===== config.mk =====
export PLATFORM = sky130hd
export DESIGN_NAME = sort_32_u8_unload_flat
export DESIGN_NICKNAME = d
export VERILOG_FILES = /design/src/rtl/sort_pkg.sv /design/src/rtl/sort_32_u8_unload_if.sv /design/src/rtl/sort_frame_buf.sv /design/src/rtl/sort_32_u8_unload.sv /design/src/flat_wrapper.sv
export SDC_FILE = /design/constraint.sdc
export NUM_CORES = 1
export LEC_CHECK = 0
export ABC_AREA = 0
export CORE_MARGIN = 1
export CORE_UTILIZATION = 61
export CTS_BUF_LIST = sky130_fd_sc_hd__clkbuf_8
export DETAILED_ROUTE_END_ITERATION = 8
export PLACE_DENSITY = 0.95
export SYNTH_ARGS = -nofsm -noshare
export SYNTH_HDL_FRONTEND = slang
export SYNTH_SLANG_ARGS = --single-unit

===== constraint.sdc =====
create_clock -name clk -period 23.2 [get_ports clk]
set_input_delay 6.96 -clock clk [delete_from_list [all_inputs] [get_ports clk]]
set_output_delay 6.96 -clock clk [all_outputs]
set_load 0.05 [all_outputs]

===== src/rtl/sort_pkg.sv =====
// Shared types for the sort_32_u8 frame sorter and its unload stage.
// Frame layout: byte i of a frame lives at flat bits [8i+7:8i].
package sort_pkg;

  localparam int SORT_N    = 32;
  localparam int SORT_W    = 8;
  localparam int SORT_IDXW = 5;

  typedef logic [SORT_W-1:0] sort_byte_t;
  typedef sort_byte_t [SORT_N-1:0] sort_frame_t;

  typedef enum logic [1:0] {
    Q_EMPTY,
    Q_ONE,
    Q_FULL
  } q_state_t;

  function automatic sort_frame_t sort_unpack(
    input logic [SORT_N*SORT_W-1:0] flat
  );
    sort_frame_t f;
    for (int i = 0; i < SORT_N; i++)
      f[i] = flat[i*SORT_W +: SORT_W];
    return f;
  endfunction

endpackage


===== src/rtl/sort_32_u8_unload_if.sv =====
// Byte stream out of the unload stage.
// Valid/ready handshake; idx and last tag the position in the frame.
interface sort_32_u8_unload_if;
  import sort_pkg::*;

  logic                 out_valid;
  logic                 out_ready;
  sort_byte_t           out_data;
  logic [SORT_IDXW-1:0] out_idx;
  logic                 out_last;

  modport master (
    output out_valid,
    output out_data,
    output out_idx,
    output out_last,
    input  out_ready
  );

  modport slave (
    input  out_valid,
    input  out_data,
    input  out_idx,
    input  out_last,
    output out_ready
  );

endinterface


===== src/rtl/sort_frame_buf.sv =====
// One frame store: loads a whole frame, reads back one byte.
// Contents need no reset; a frame is only read after it is loaded.
module sort_frame_buf
  import sort_pkg::*;
(
  input  logic                 clk,
  input  logic                 ld,
  input  sort_frame_t          d,
  input  logic [SORT_IDXW-1:0] sel,
  output sort_byte_t           q
);

  sort_frame_t mem;

  // capture a full frame on load
  always_ff @(posedge clk) begin
    if (ld) mem <= d;
  end

  assign q = mem[sel];

endmodule


===== src/rtl/sort_32_u8_unload.sv =====
// Ping-pong capture of sorted frames, streamed out a byte per beat.
// Frames arriving with both buffers busy are dropped and counted.
module sort_32_u8_unload
  import sort_pkg::*;
(
  input  logic                     clk,
  input  logic                     rst_n,
  input  logic                     vld_in,
  input  logic [SORT_N*SORT_W-1:0] din,
  input  logic                     ovf_clr,
  output logic                     ovf,
  output logic [7:0]               drop_cnt,
  sort_32_u8_unload_if.master      out_if
);

  localparam logic [SORT_IDXW-1:0] LAST =
    SORT_IDXW'(SORT_N - 1);

  q_state_t             state_q, state_d;
  logic                 wp, rp;
  logic [SORT_IDXW-1:0] idx_q;
  logic                 beat, frame_done;
  logic                 accept, drop;
  logic                 valid;
  sort_frame_t          frame;
  sort_byte_t           q0, q1;

  assign frame = sort_unpack(din);
  assign valid = (state_q != Q_EMPTY);

  sort_frame_buf u_buf0 (
    .clk (clk),
    .ld  (accept && !wp),
    .d   (frame),
    .sel (idx_q),
    .q   (q0)
  );

  sort_frame_buf u_buf1 (
    .clk (clk),
    .ld  (accept && wp),
    .d   (frame),
    .sel (idx_q),
    .q   (q1)
  );

  // occupancy register
  always_ff @(posedge clk or negedge rst_n) begin
    if (!rst_n) state_q <= Q_EMPTY;
    else        state_q <= state_d;
  end

  // accept/drop decision and occupancy next-state
  always_comb begin
    state_d    = state_q;
    beat       = valid && out_if.out_ready;
    frame_done = beat && (idx_q == LAST);
    accept     = vld_in &&
                 ((state_q != Q_FULL) || frame_done);
    drop       = vld_in && !accept;
    case (state_q)
      Q_EMPTY: begin
        if (accept) state_d = Q_ONE;
      end
      Q_ONE: begin
        if (accept && !frame_done)
          state_d = Q_FULL;
        else if (!accept && frame_done)
          state_d = Q_EMPTY;
      end
      Q_FULL: begin
        if (frame_done && !accept)
          state_d = Q_ONE;
      end
      default: state_d = Q_EMPTY;
    endcase
  end

  // buffer pointers and byte index
  always_ff @(posedge clk or negedge rst_n) begin
    if (!rst_n) begin
      wp    <= 1'b0;
      rp    <= 1'b0;
      idx_q <= '0;
    end else begin
      if (accept) wp <= ~wp;
      if (frame_done) begin
        rp    <= ~rp;
        idx_q <= '0;
      end else if (beat) begin
        idx_q <= idx_q + 1'b1;
      end
    end
  end

  // overflow flag and saturating drop counter; drop beats clear
  always_ff @(posedge clk or negedge rst_n) begin
    if (!rst_n) begin
      ovf      <= 1'b0;
      drop_cnt <= '0;
    end else if (drop) begin
      ovf <= 1'b1;
      if (ovf_clr)
        drop_cnt <= 8'd1;
      else if (drop_cnt != 8'hFF)
        drop_cnt <= drop_cnt + 8'd1;
    end else if (ovf_clr) begin
      ovf      <= 1'b0;
      drop_cnt <= '0;
    end
  end

  assign out_if.out_valid = valid;
  assign out_if.out_idx   = idx_q;
  assign out_if.out_last  = valid && (idx_q == LAST);
  assign out_if.out_data  = !valid ? '0 :
                            (rp ? q1 : q0);

endmodule


===== src/flat_wrapper.sv =====
// flat-port wrapper written by rule: the top's interface ports become plain ports
module sort_32_u8_unload_flat import sort_pkg::*;
  (clk, rst_n, vld_in, din, ovf_clr, ovf, drop_cnt, out_if_out_valid, out_if_out_data, out_if_out_idx, out_if_out_last, out_if_out_ready);
  sort_32_u8_unload_if out_if_i ();
  input  logic clk;
  input  logic rst_n;
  input  logic vld_in;
  input  logic [SORT_N*SORT_W-1:0] din;
  input  logic ovf_clr;
  output logic ovf;
  output logic [7:0] drop_cnt;
  output wire logic [$bits(out_if_i.out_valid)-1:0] out_if_out_valid;
  output wire logic [$bits(out_if_i.out_data)-1:0] out_if_out_data;
  output wire logic [$bits(out_if_i.out_idx)-1:0] out_if_out_idx;
  output wire logic [$bits(out_if_i.out_last)-1:0] out_if_out_last;
  input wire logic [$bits(out_if_i.out_ready)-1:0] out_if_out_ready;
  assign out_if_out_valid = out_if_i.out_valid;
  assign out_if_out_data = out_if_i.out_data;
  assign out_if_out_idx = out_if_i.out_idx;
  assign out_if_out_last = out_if_i.out_last;
  assign out_if_i.out_ready = out_if_out_ready;
  sort_32_u8_unload u_core (.clk(clk), .rst_n(rst_n), .vld_in(vld_in), .din(din), .ovf_clr(ovf_clr), .ovf(ovf), .drop_cnt(drop_cnt), .out_if(out_if_i));
endmodule

==> out/results.ini, run 1 <==
[cells_and_area]
final_nets=1522
drive_above_1_share=0.198
mostFrequentLayoutCell=edfxtp_1
n_fill_cell=1702
final_cell_area_mm2=0.0253
final_cell_mix=512 x edfxtp_1, 284 x clkdlybuf4s50_1, 129 x mux4_2
area_delta_synth_final_pct=23.3

[global_route]
grt_pass1_vias=11536
grt_max_degree=174
antenna_found_initial=13
grt_usage=0.281
gr-total-overflow=0
grt_pass1_wl_um=67700

[power_and_ir_drop]
swShare=0.325
vdd_drop_max_v=0.000124
power_frac_comb=0.310
p_seq_frac=0.461
clockPowerShare=0.230
power.leakage_nw=8.37
p_int_w=0.00209
switchingPower_w=0.00101
p_per_area_mw_per_mm2=123

[route]
drt_wl_total_um=46700
vias_per_cell=6.11
drt-initial-drc-count=1029
route.vias.total=10813
drtPass1Iterations=5
drc=0
post_drt_wl_per_cell_um=26.4
antenna_left=0

[synth]
synthCells=926
synth.distinct_cells=40
syn_area_mm2=0.0205
avgSynthCellArea_um2=22.1
synth_edf_count=512
ys_seq_area_frac=0.773
ys.warnings.count=0
synth_ff_type=edfxtp_1
syn_nets=1190
synth-seq-cells=530
async_reset_ff_frac=0.0340

[sta]
hold_viol_final=0
fin_crit_ns=11.90
slew_viol_final=0
rsz0062_at_grt=no
max-slew-margin-rel=0.219
timing.final.crit_share=0.513
fin_setup_tns_ns=0
worstMarginPinSlew_ns=1.17
clock.fmax_mhz=84.0
setup_viol=0
skew_ns=0.0112

[floorplanning]
dieArea_mm2=0.0343
initial_core_util=0.625
coreArea_mm2=0.0328
die_h_um=185
placementRows=66
io_pins=285
die_w_um=185

[clock_tree]
ctsHoldBuffers=0
tritoncts=built
h-tree-depth=3
cts-root-buf=clkbuf_8
cts_resized=0
cts_setup_buffers=0
clock_latency_ns=0.63
clockBufferDepth=3
cts_buffers=83
cts_sinks=530
cts.clk_slew.worst_paths_ns=0.06

[min_path]
hold_path_class=reg -> reg

[setup_path]
arrival_ns=4.94
cp-end-kind=output port
cp.required_ns=16.24
max_stage_delay_ns=1.09
slowest_stage=dfrtp_4
worstSetupPathType=reg -> out
crit_chain=buf_4 > mux4_2 > mux2i_1 > a221oi_1 > a21oi_1 > a31oi_1 > clkdlybuf4s50_1
start_kind=flop
critical_path_buf_inv_count=2
crit_family=buffers and inverters
crit_fanout=54

[placement]
hpwl_um=31400
placed_cell_area_mm2=0.0237
place_congestion=0.820
io_buffer_count=284

[outcome]
run_status=completed

[run]
drv_cap=0

cells in the mapped netlist (2+ instances only):
library cell  number  share of area
a211oi_1           2        0.00073
a21oi_1            7         0.0017
a221oi_1           7         0.0030
a22oi_1            2        0.00073
a31oi_1           11         0.0034
and2_1             3        0.00092
and3_1             4         0.0012
buf_1              5        0.00092
buf_2             10         0.0024
buf_4             10         0.0037
buf_6              4         0.0022
clkbuf_1          18         0.0033
dfrtp_1           18          0.022
edfxtp_1         512           0.75
ha_1               3         0.0018
inv_1              5        0.00092
mux2_2            14         0.0077
mux2i_1           37          0.018
mux4_2           129           0.14
nand2_1           28         0.0051
nand2b_1           5         0.0015
nand3_1            7         0.0017
nor2_1            23         0.0042
nor2b_1            2        0.00061
nor3_1             4        0.00098
o211ai_1          12         0.0044
o21ai_0           12         0.0029
o22ai_1           13         0.0040
or2_2              3        0.00092
xnor2_1            6         0.0026
state kept, by name (all words and copies together), names as in the netlist:
signal	cells
u_core.drop_cnt	8
u_core.out_if.out_idx	5
u_core.ovf	1
u_core.rp	1
u_core.state_q	2
u_core.u_buf0.mem	256
u_core.u_buf1.mem	256
u_core.wp	1
cell families (layout without fill, tap and decap cells):
family	count (synthesis)	in the layout	share of synthesized area
AOI/OAI and AO/OA	73	73	0.0236
xor gates and xnor gates	6	6	0.00257
adders and majority gates	3	3	0.00183
buffers and inverters	52	443	0.0134
DFF	530	530	0.773
muxes	180	180	0.168
other	0	11	0
and+or+nand+nor	82	82	0.0184
stage by stage:
stage	setup WS (ns)	hold WS (ns)	util	total power (W)	cells
finish	11.30	0.520	0.770	0.00310	1770
global route	11.06	0.542	0.770	0.00321	1763
CTS	11.31	0.519	0.770	0.00311	1759
detailed placement	12.02	0.511	0.724	0.00240	1615
global placement	11.98	0.474	0.724	0.00236	1615
floorplan	4.50	0.460	-	0.00214	926
path summary, 6_finish.rpt:
kind / start / end / slack [ns] / depth (start not counted)
worst min register to register: u_core.drop_cnt[6] / u_core.drop_cnt[6] / 0.52 / 1
max in group asynchronous: rst_n / u_core.out_if.out_idx[0] / 15.76 / 1
min in group asynchronous: rst_n / u_core.drop_cnt[7] / 6.82 / 1
worst max-delay path: u_core.out_if.out_idx[0] / out_if_out_data[7] / 11.30 / 7
worst min-delay path: u_core.drop_cnt[6] / u_core.drop_cnt[6] / 0.52 / 1
worst max register to register: u_core.out_if.out_idx[2] / u_core.u_buf1.mem[131] / 18.11 / 8
metal layers:
metal	vias up	GRT usage	part of all wire
met5	-	0	0.00053
met2	587	0.470	0.52
met3	94	0.0940	0.095
met4	4	0.103	0.027
met1	5528	0.341	0.36
li1	4600	-	-
power groups by stage:
stage / sequential, W / combinational (W) / clock [W]
after floorplan: 0.00145 / 0.000691 / 0
after global placement: 0.00143 / 0.000932 / 0
after detailed placement: 0.00145 / 0.000954 / 0
after CTS: 0.00143 / 0.000957 / 0.000722
after global routing: 0.00145 / 0.00101 / 0.000763
final: 0.00143 / 0.000959 / 0.000711
layout make-up:
class	instances	area (um2)	area share
inverters	5	18.8	0.000743
flip-flops and latches	530	15800	0.627
diodes	11	27.5	0.00109
clock inverters	59	323	0.0128
clock buffers	85	1170	0.0463
well taps	442	553	0.0219
repair buffers	294	2930	0.116
multi-input cells	344	4400	0.174
No activity file was read; power rests on OpenSTA's default activity.
==> run 2, diff against run 1 <==
- CORE_UTILIZATION: 61 -> 51
- PLACE_DENSITY: 0.95 -> 0.89
- clock period: 23.2 -> 10.35 ns (I/O delays scaled with it)
==> out/results.ini, run 2 (synthesized netlist as in run 1, its figures left out) <==
[setup_path]
max_stage_delay_ns=0.84  ; was 1.09 ns
r2r_setup_slack_ns=5.16  ; was 18.11 ns
cp-end-kind=output port  ; unchanged
endpoint=out_if_out_data[2]  ; was out_if_out_data[7]
crit_fanout=52  ; was 54
arrival_ns=4.60  ; was 4.94 ns
critPathLaunch=u_core.out_if.out_idx[0]  ; unchanged
critical_path_buf_inv_count=2  ; unchanged
crit_family=buffers and inverters  ; unchanged
start_kind=flop  ; unchanged
cp_num_cells=6  ; was 7
worstSetupPathType=reg -> out  ; unchanged
r2r_start=u_core.out_if.out_idx[0]  ; was u_core.out_if.out_idx[2]
r2r_end=u_core.u_buf0.mem[220]  ; was u_core.u_buf1.mem[131]
crit_chain=buf_4 > mux4_2 > mux2_2 > o211ai_1 > a31oi_1 > clkdlybuf4s50_1  ; was buf_4 > mux4_2 > mux2i_1 > a221oi_1 > a21oi_1 > a31oi_1 > clkdlybuf4s50_1
worst_r2r_path_depth=10  ; was 8
slowest_stage=dfrtp_4  ; unchanged
cp.required_ns=7.25  ; was 16.24 ns

[cells_and_area]
final_nets=1528  ; was 1522
drive_above_1_share=0.204  ; was 0.198
mostFrequentLayoutCell=edfxtp_1  ; unchanged
area_delta_synth_final_pct=24.0  ; was 23.3%
final_cell_mix=512 x edfxtp_1, 284 x clkdlybuf4s50_1, 129 x mux4_2  ; unchanged
reg_top3=u_core.u_buf0.mem (256), u_core.u_buf1.mem (256), u_core.drop_cnt (8)  ; unchanged
final_cell_area_mm2=0.0254  ; was 0.0253 mm2

[power_and_ir_drop]
vdd_drop_max_v=0.000174  ; was 0.000124 V
p_per_area_mw_per_mm2=275  ; was 123 mW/mm2
power.leakage_nw=8.39  ; was 8.37 nW
power_w=0.00698  ; was 0.00310 W

[sta]
max-slew-margin-rel=0.274  ; was 0.219
fin_crit_ns=7.70
skew_ns=0.0230  ; was 0.0112 ns
fin_setup_tns_ns=0  ; unchanged
rsz0062_at_grt=no  ; unchanged
setup_ws_ns=2.65  ; was 11.30 ns
clock.fmax_mhz=130
slew_viol_final=0  ; unchanged
setup_viol=0  ; unchanged
worstMarginPinSlew_ns=1.09  ; was 1.17 ns
hold_viol_final=0  ; unchanged
timing.final.crit_share=0.744

[floorplanning]
dieArea_mm2=0.0410  ; was 0.0343 mm2
initial_core_util=0.517  ; was 0.625
die_w_um=202  ; was 185 um
coreArea_mm2=0.0396  ; was 0.0328 mm2
die_h_um=202  ; was 185 um
io_pins=285  ; unchanged
placementRows=73  ; was 66

[clock_tree]
cts_sinks=530  ; unchanged
ctsHoldBuffers=0  ; unchanged
clockBufferDepth=3  ; unchanged
h-tree-depth=3  ; unchanged
cts_resized=0  ; unchanged
tritoncts=built  ; unchanged
cts.clk_slew.worst_paths_ns=0.06  ; about the same
clock_latency_ns=0.62  ; was 0.63 ns
cts_setup_buffers=0  ; unchanged
cts_buffers=85  ; was 83
cts-root-buf=clkbuf_8  ; unchanged

[global_route]
gr-total-overflow=0  ; unchanged
antenna_found_initial=9  ; was 13
grt_pass1_wl_um=69100  ; was 67700 um
grt_max_degree=81  ; was 174
grt_usage=0.233  ; was 0.281
grt_pass1_vias=11538  ; was 11536

[route]
drtPass1Iterations=5  ; unchanged
antenna_left=0  ; unchanged
drc=0  ; unchanged
route.vias.total=10712  ; was 10813
post_drt_wl_per_cell_um=25.6  ; was 26.4 um
drt-initial-drc-count=860  ; was 1029
drt_wl_total_um=47500  ; was 46700 um
vias_per_cell=5.78  ; was 6.11

[placement]
hpwl_um=32600  ; was 31400 um
dp_slack_ns=3.23  ; was 12.02 ns
place_congestion=0.799  ; was 0.820
placed_cell_area_mm2=0.0239  ; was 0.0237 mm2
io_buffer_count=284  ; unchanged

[min_path]
hold_path_class=reg -> reg  ; unchanged

[outcome]
run_status=completed  ; unchanged

[run]
drv_cap=0  ; unchanged

==> run 2: cell count changes in the layout (fill, tap and decap cells not counted) <==
cell        change
clkinvlp_4      +2
diode_2         -6
clkinv_1        +4
clkinv_2        +5
clkbuf_8        +3
buf_4           +5
inv_8           -2
buf_12          -1
bufinv_16       +1
inv_6           -4
inv_1           -6
==> run 2: stage by stage <==
step | cells | hold slack (ns) | utilization
final | 1854 | 0.542 | 0.641
after global routing | 1854 | 0.560 | 0.641
after CTS | 1849 | 0.531 | 0.641
after detailed placement | 1702 | 0.523 | 0.602
after global placement | 1702 | 0.473 | 0.602
after floorplan | 926 | 0.460 | -
==> run 2: routing by layer <==
| metal | vias to the layer above | global-route usage | part of all wire | wire length [um] |
|---|---|---|---|---|
| met5 | - | 0 | 0.00048 | 23 |
| met4 | 4 | 0.0905 | 0.025 | 1200 |
| met3 | 78 | 0.0526 | 0.073 | 3480 |
| met2 | 498 | 0.384 | 0.51 | 24100 |
| met1 | 5531 | 0.304 | 0.39 | 18700 |
| li1 | 4601 | - | - | - |
==> run 2: how the worst min path moves through the flow <==
stage | startpoint | to | slack, ns | depth (start not counted)
global route | u_core.state_q[0] | u_core.state_q[0] | 0.56 | 1
floorplan | u_core.state_q[0] | u_core.state_q[0] | 0.46 | 1
detailed placement | u_core.state_q[0] | u_core.state_q[0] | 0.52 | 1
global placement | u_core.state_q[0] | u_core.state_q[0] | 0.47 | 1
CTS | u_core.state_q[0] | u_core.state_q[0] | 0.53 | 1
finish | u_core.state_q[0] | u_core.state_q[0] | 0.54 | 1
==> run 2: worst register-to-register path, stage by stage, from the launching register on <==
cell	delay [ns]
dfrtp_4	0.84
buf_4	0.83
ha_1	0.33
and3_1	0.16
ha_1	0.32
nand2_1	0.19
nand2_1	0.12
nand2_1	0.12
nor2_4	0.12
buf_4	0.81
buf_4	0.91
==> run 2: power breakdown <==
part	leakage (nW)	internal, W	switching, W
logic	2.51	0.000949	0.00125
clock network	0.880	0.000859	0.000774
registers	5.00	0.00292	0.000230
total	8.39	0.00473	0.00225
==> run 2: cell type report <==
| class | count | area [um2] |
|---|---|---|
| tap | 525 | 657 |
| timing repair buffer | 298 | 2950 |
| fill | 2630 | 14200 |
| multi-input combinational | 344 | 4400 |
| sequential | 530 | 15800 |
| clock buffer | 88 | 1210 |
| antenna | 5 | 12.5 |
| inverter | 5 | 18.8 |
| clock inverter | 59 | 328 |
==> run 3, diff against run 2 <==
- clock period: 10.35 -> 6.4 ns (I/O delays scaled with it)
==> out/results.ini, run 3 (synthesized netlist as in run 1, its figures left out) <==
[clock_tree]
cts_buffers=83  ; was 85
clock_latency_ns=0.63  ; was 0.62 ns
cts-root-buf=clkbuf_8  ; unchanged
cts.clk_slew.worst_paths_ns=0.07  ; was 0.06 ns
tritoncts=built  ; unchanged
cts_sinks=530  ; unchanged
ctsHoldBuffers=0  ; unchanged
cts_resized=0  ; unchanged
cts_setup_buffers=0  ; unchanged
clockBufferDepth=3  ; unchanged
h-tree-depth=3  ; unchanged

[sta]
fin_setup_tns_ns=0  ; unchanged
setup_viol=0  ; unchanged
clock.fmax_mhz=169
fin_crit_ns=5.93
timing.final.crit_share=0.927
hold_viol_final=0  ; unchanged
worstMarginPinSlew_ns=1.06  ; was 1.09 ns
rsz0062_at_grt=no  ; unchanged
skew_ns=0.0273  ; was 0.0230 ns
slew_viol_final=0  ; unchanged
timing.hold.ws_ns=0.533  ; was 0.542 ns
max-slew-margin-rel=0.286  ; was 0.274

[cells_and_area]
n_fill_cell=2578  ; was 2630
multiInputGateArea_mm2=0.00440  ; about the same
area_delta_synth_final_pct=25.4  ; was 24.0%
mostFrequentLayoutCell=edfxtp_1  ; unchanged
reg_top3=u_core.u_buf0.mem (256), u_core.u_buf1.mem (256), u_core.drop_cnt (8)  ; unchanged
final_cells=1868  ; was 1854
register_area_mm2=0.0158  ; unchanged
final_nets=1538  ; was 1528
drive_above_1_share=0.214  ; was 0.204
final_cell_area_mm2=0.0257  ; was 0.0254 mm2
final_cell_mix=512 x edfxtp_1, 283 x clkdlybuf4s50_1, 129 x mux4_2  ; was 512 x edfxtp_1, 284 x clkdlybuf4s50_1, 129 x mux4_2

[floorplanning]
placementRows=73  ; unchanged
io_pins=285  ; unchanged
die_w_um=202  ; unchanged
initial_core_util=0.517  ; unchanged
dieArea_mm2=0.0410  ; unchanged
coreArea_mm2=0.0396  ; unchanged
die_h_um=202  ; unchanged

[power_and_ir_drop]
power.leakage_nw=8.50  ; was 8.39 nW
vdd_drop_max_v=0.000215  ; was 0.000174 V
p_per_area_mw_per_mm2=448  ; was 275 mW/mm2

[setup_path]
max_stage_delay_ns=0.81  ; was 0.84 ns
start_kind=flop  ; unchanged
crit_fanout=36  ; was 52
cp-end-kind=output port  ; unchanged
cp.required_ns=4.48  ; was 7.25 ns
worstSetupPathType=reg -> out  ; unchanged
crit_chain=buf_12 > buf_4 > mux4_2 > mux2i_1 > a221oi_1 > a21oi_1 > a31oi_1 > clkdlybuf4s50_1  ; was buf_4 > mux4_2 > mux2_2 > o211ai_1 > a31oi_1 > clkdlybuf4s50_1
arrival_ns=4.01  ; was 4.60 ns
slowest_stage=clkdlybuf4s50_1  ; was dfrtp_4

[route]
route.vias.total=10801  ; was 10712
drt_wl_total_um=47900  ; was 47500 um
antenna_left=0  ; unchanged
vias_per_cell=5.78  ; about the same
drc=0  ; unchanged
drtPass1Iterations=5  ; unchanged
post_drt_wl_per_cell_um=25.6  ; about the same
drt-initial-drc-count=1038  ; was 860

[global_route]
grt_max_degree=71  ; was 81
antenna_found_initial=13  ; was 9
grt_pass1_wl_um=70100  ; was 69100 um
grt_usage=0.237  ; was 0.233
grt_pass1_vias=11321  ; was 11538
gr-total-overflow=0  ; unchanged

[placement]
place_congestion=0.857  ; was 0.799
dp_cells=1714  ; was 1702
hpwl_um=33200  ; was 32600 um
placed_cell_area_mm2=0.0241  ; was 0.0239 mm2
io_buffer_count=284  ; unchanged

[min_path]
hold_path_class=reg -> reg  ; unchanged

[outcome]
run_status=completed  ; unchanged

[run]
drv_cap=0  ; unchanged

-- run 3: worst max-delay path, delay by kind of cell (launching register included) --
kind / cells / cell delay, ns
buf+inv: 3 / 1.41
mux: 2 / 0.85
flops: 1 / 0.64
compound gates: 3 / 0.45
-- run 3: path summary, 6_finish.rpt --
check                                              start                  endpoint  slack [ns]  cells after the start
min in group asynchronous                          rst_n        u_core.drop_cnt[0]        1.80                      1
worst min-delay path                   u_core.state_q[0]         u_core.state_q[0]        0.53                      1
worst max-delay path            u_core.out_if.out_idx[0]        out_if_out_data[2]        0.47                      8
worst max register to register  u_core.out_if.out_idx[2]     u_core.u_buf0.mem[33]        2.60                      8
worst min register to register         u_core.state_q[0]         u_core.state_q[0]        0.53                      1
max in group asynchronous                          rst_n  u_core.out_if.out_idx[2]        3.95                      1
-- run 3: layer usage --
layer	vias up	global-route usage	wire, um
li1	4631	-	-
met1	5513	0.314	18400
met2	555	0.381	23700
met3	88	0.0637	4410
met4	14	0.0873	1250
met5	-	0	99
-- run 3: report_power, final --
group          total, W  internal [W]  switching, W
clock           0.00274       0.00147       0.00128
combinational   0.00373       0.00163       0.00209
sequential      0.00504       0.00471      0.000330
total            0.0115       0.00781       0.00370
-- run 3: final cells by class --
class | instances | share of cell area
timing repair buffer | 310 | 0.123
clock buffer | 87 | 0.0466
tap | 525 | 0.0256
multi-input combinational | 344 | 0.171
sequential | 530 | 0.617
clock inverter | 62 | 0.0156
inverter | 5 | 0.000731
antenna | 5 | 0.000487
-- run 3: through the flow --
stage	worst slack, ns	util	power [W]
finish	0.468	0.648	0.0115
global route	0.205	0.648	0.0120
CTS	0.334	0.648	0.0116
detailed placement	1.07	0.607	0.00886
global placement	1.08	0.607	0.00873
floorplan	0.00547	-	0.00757
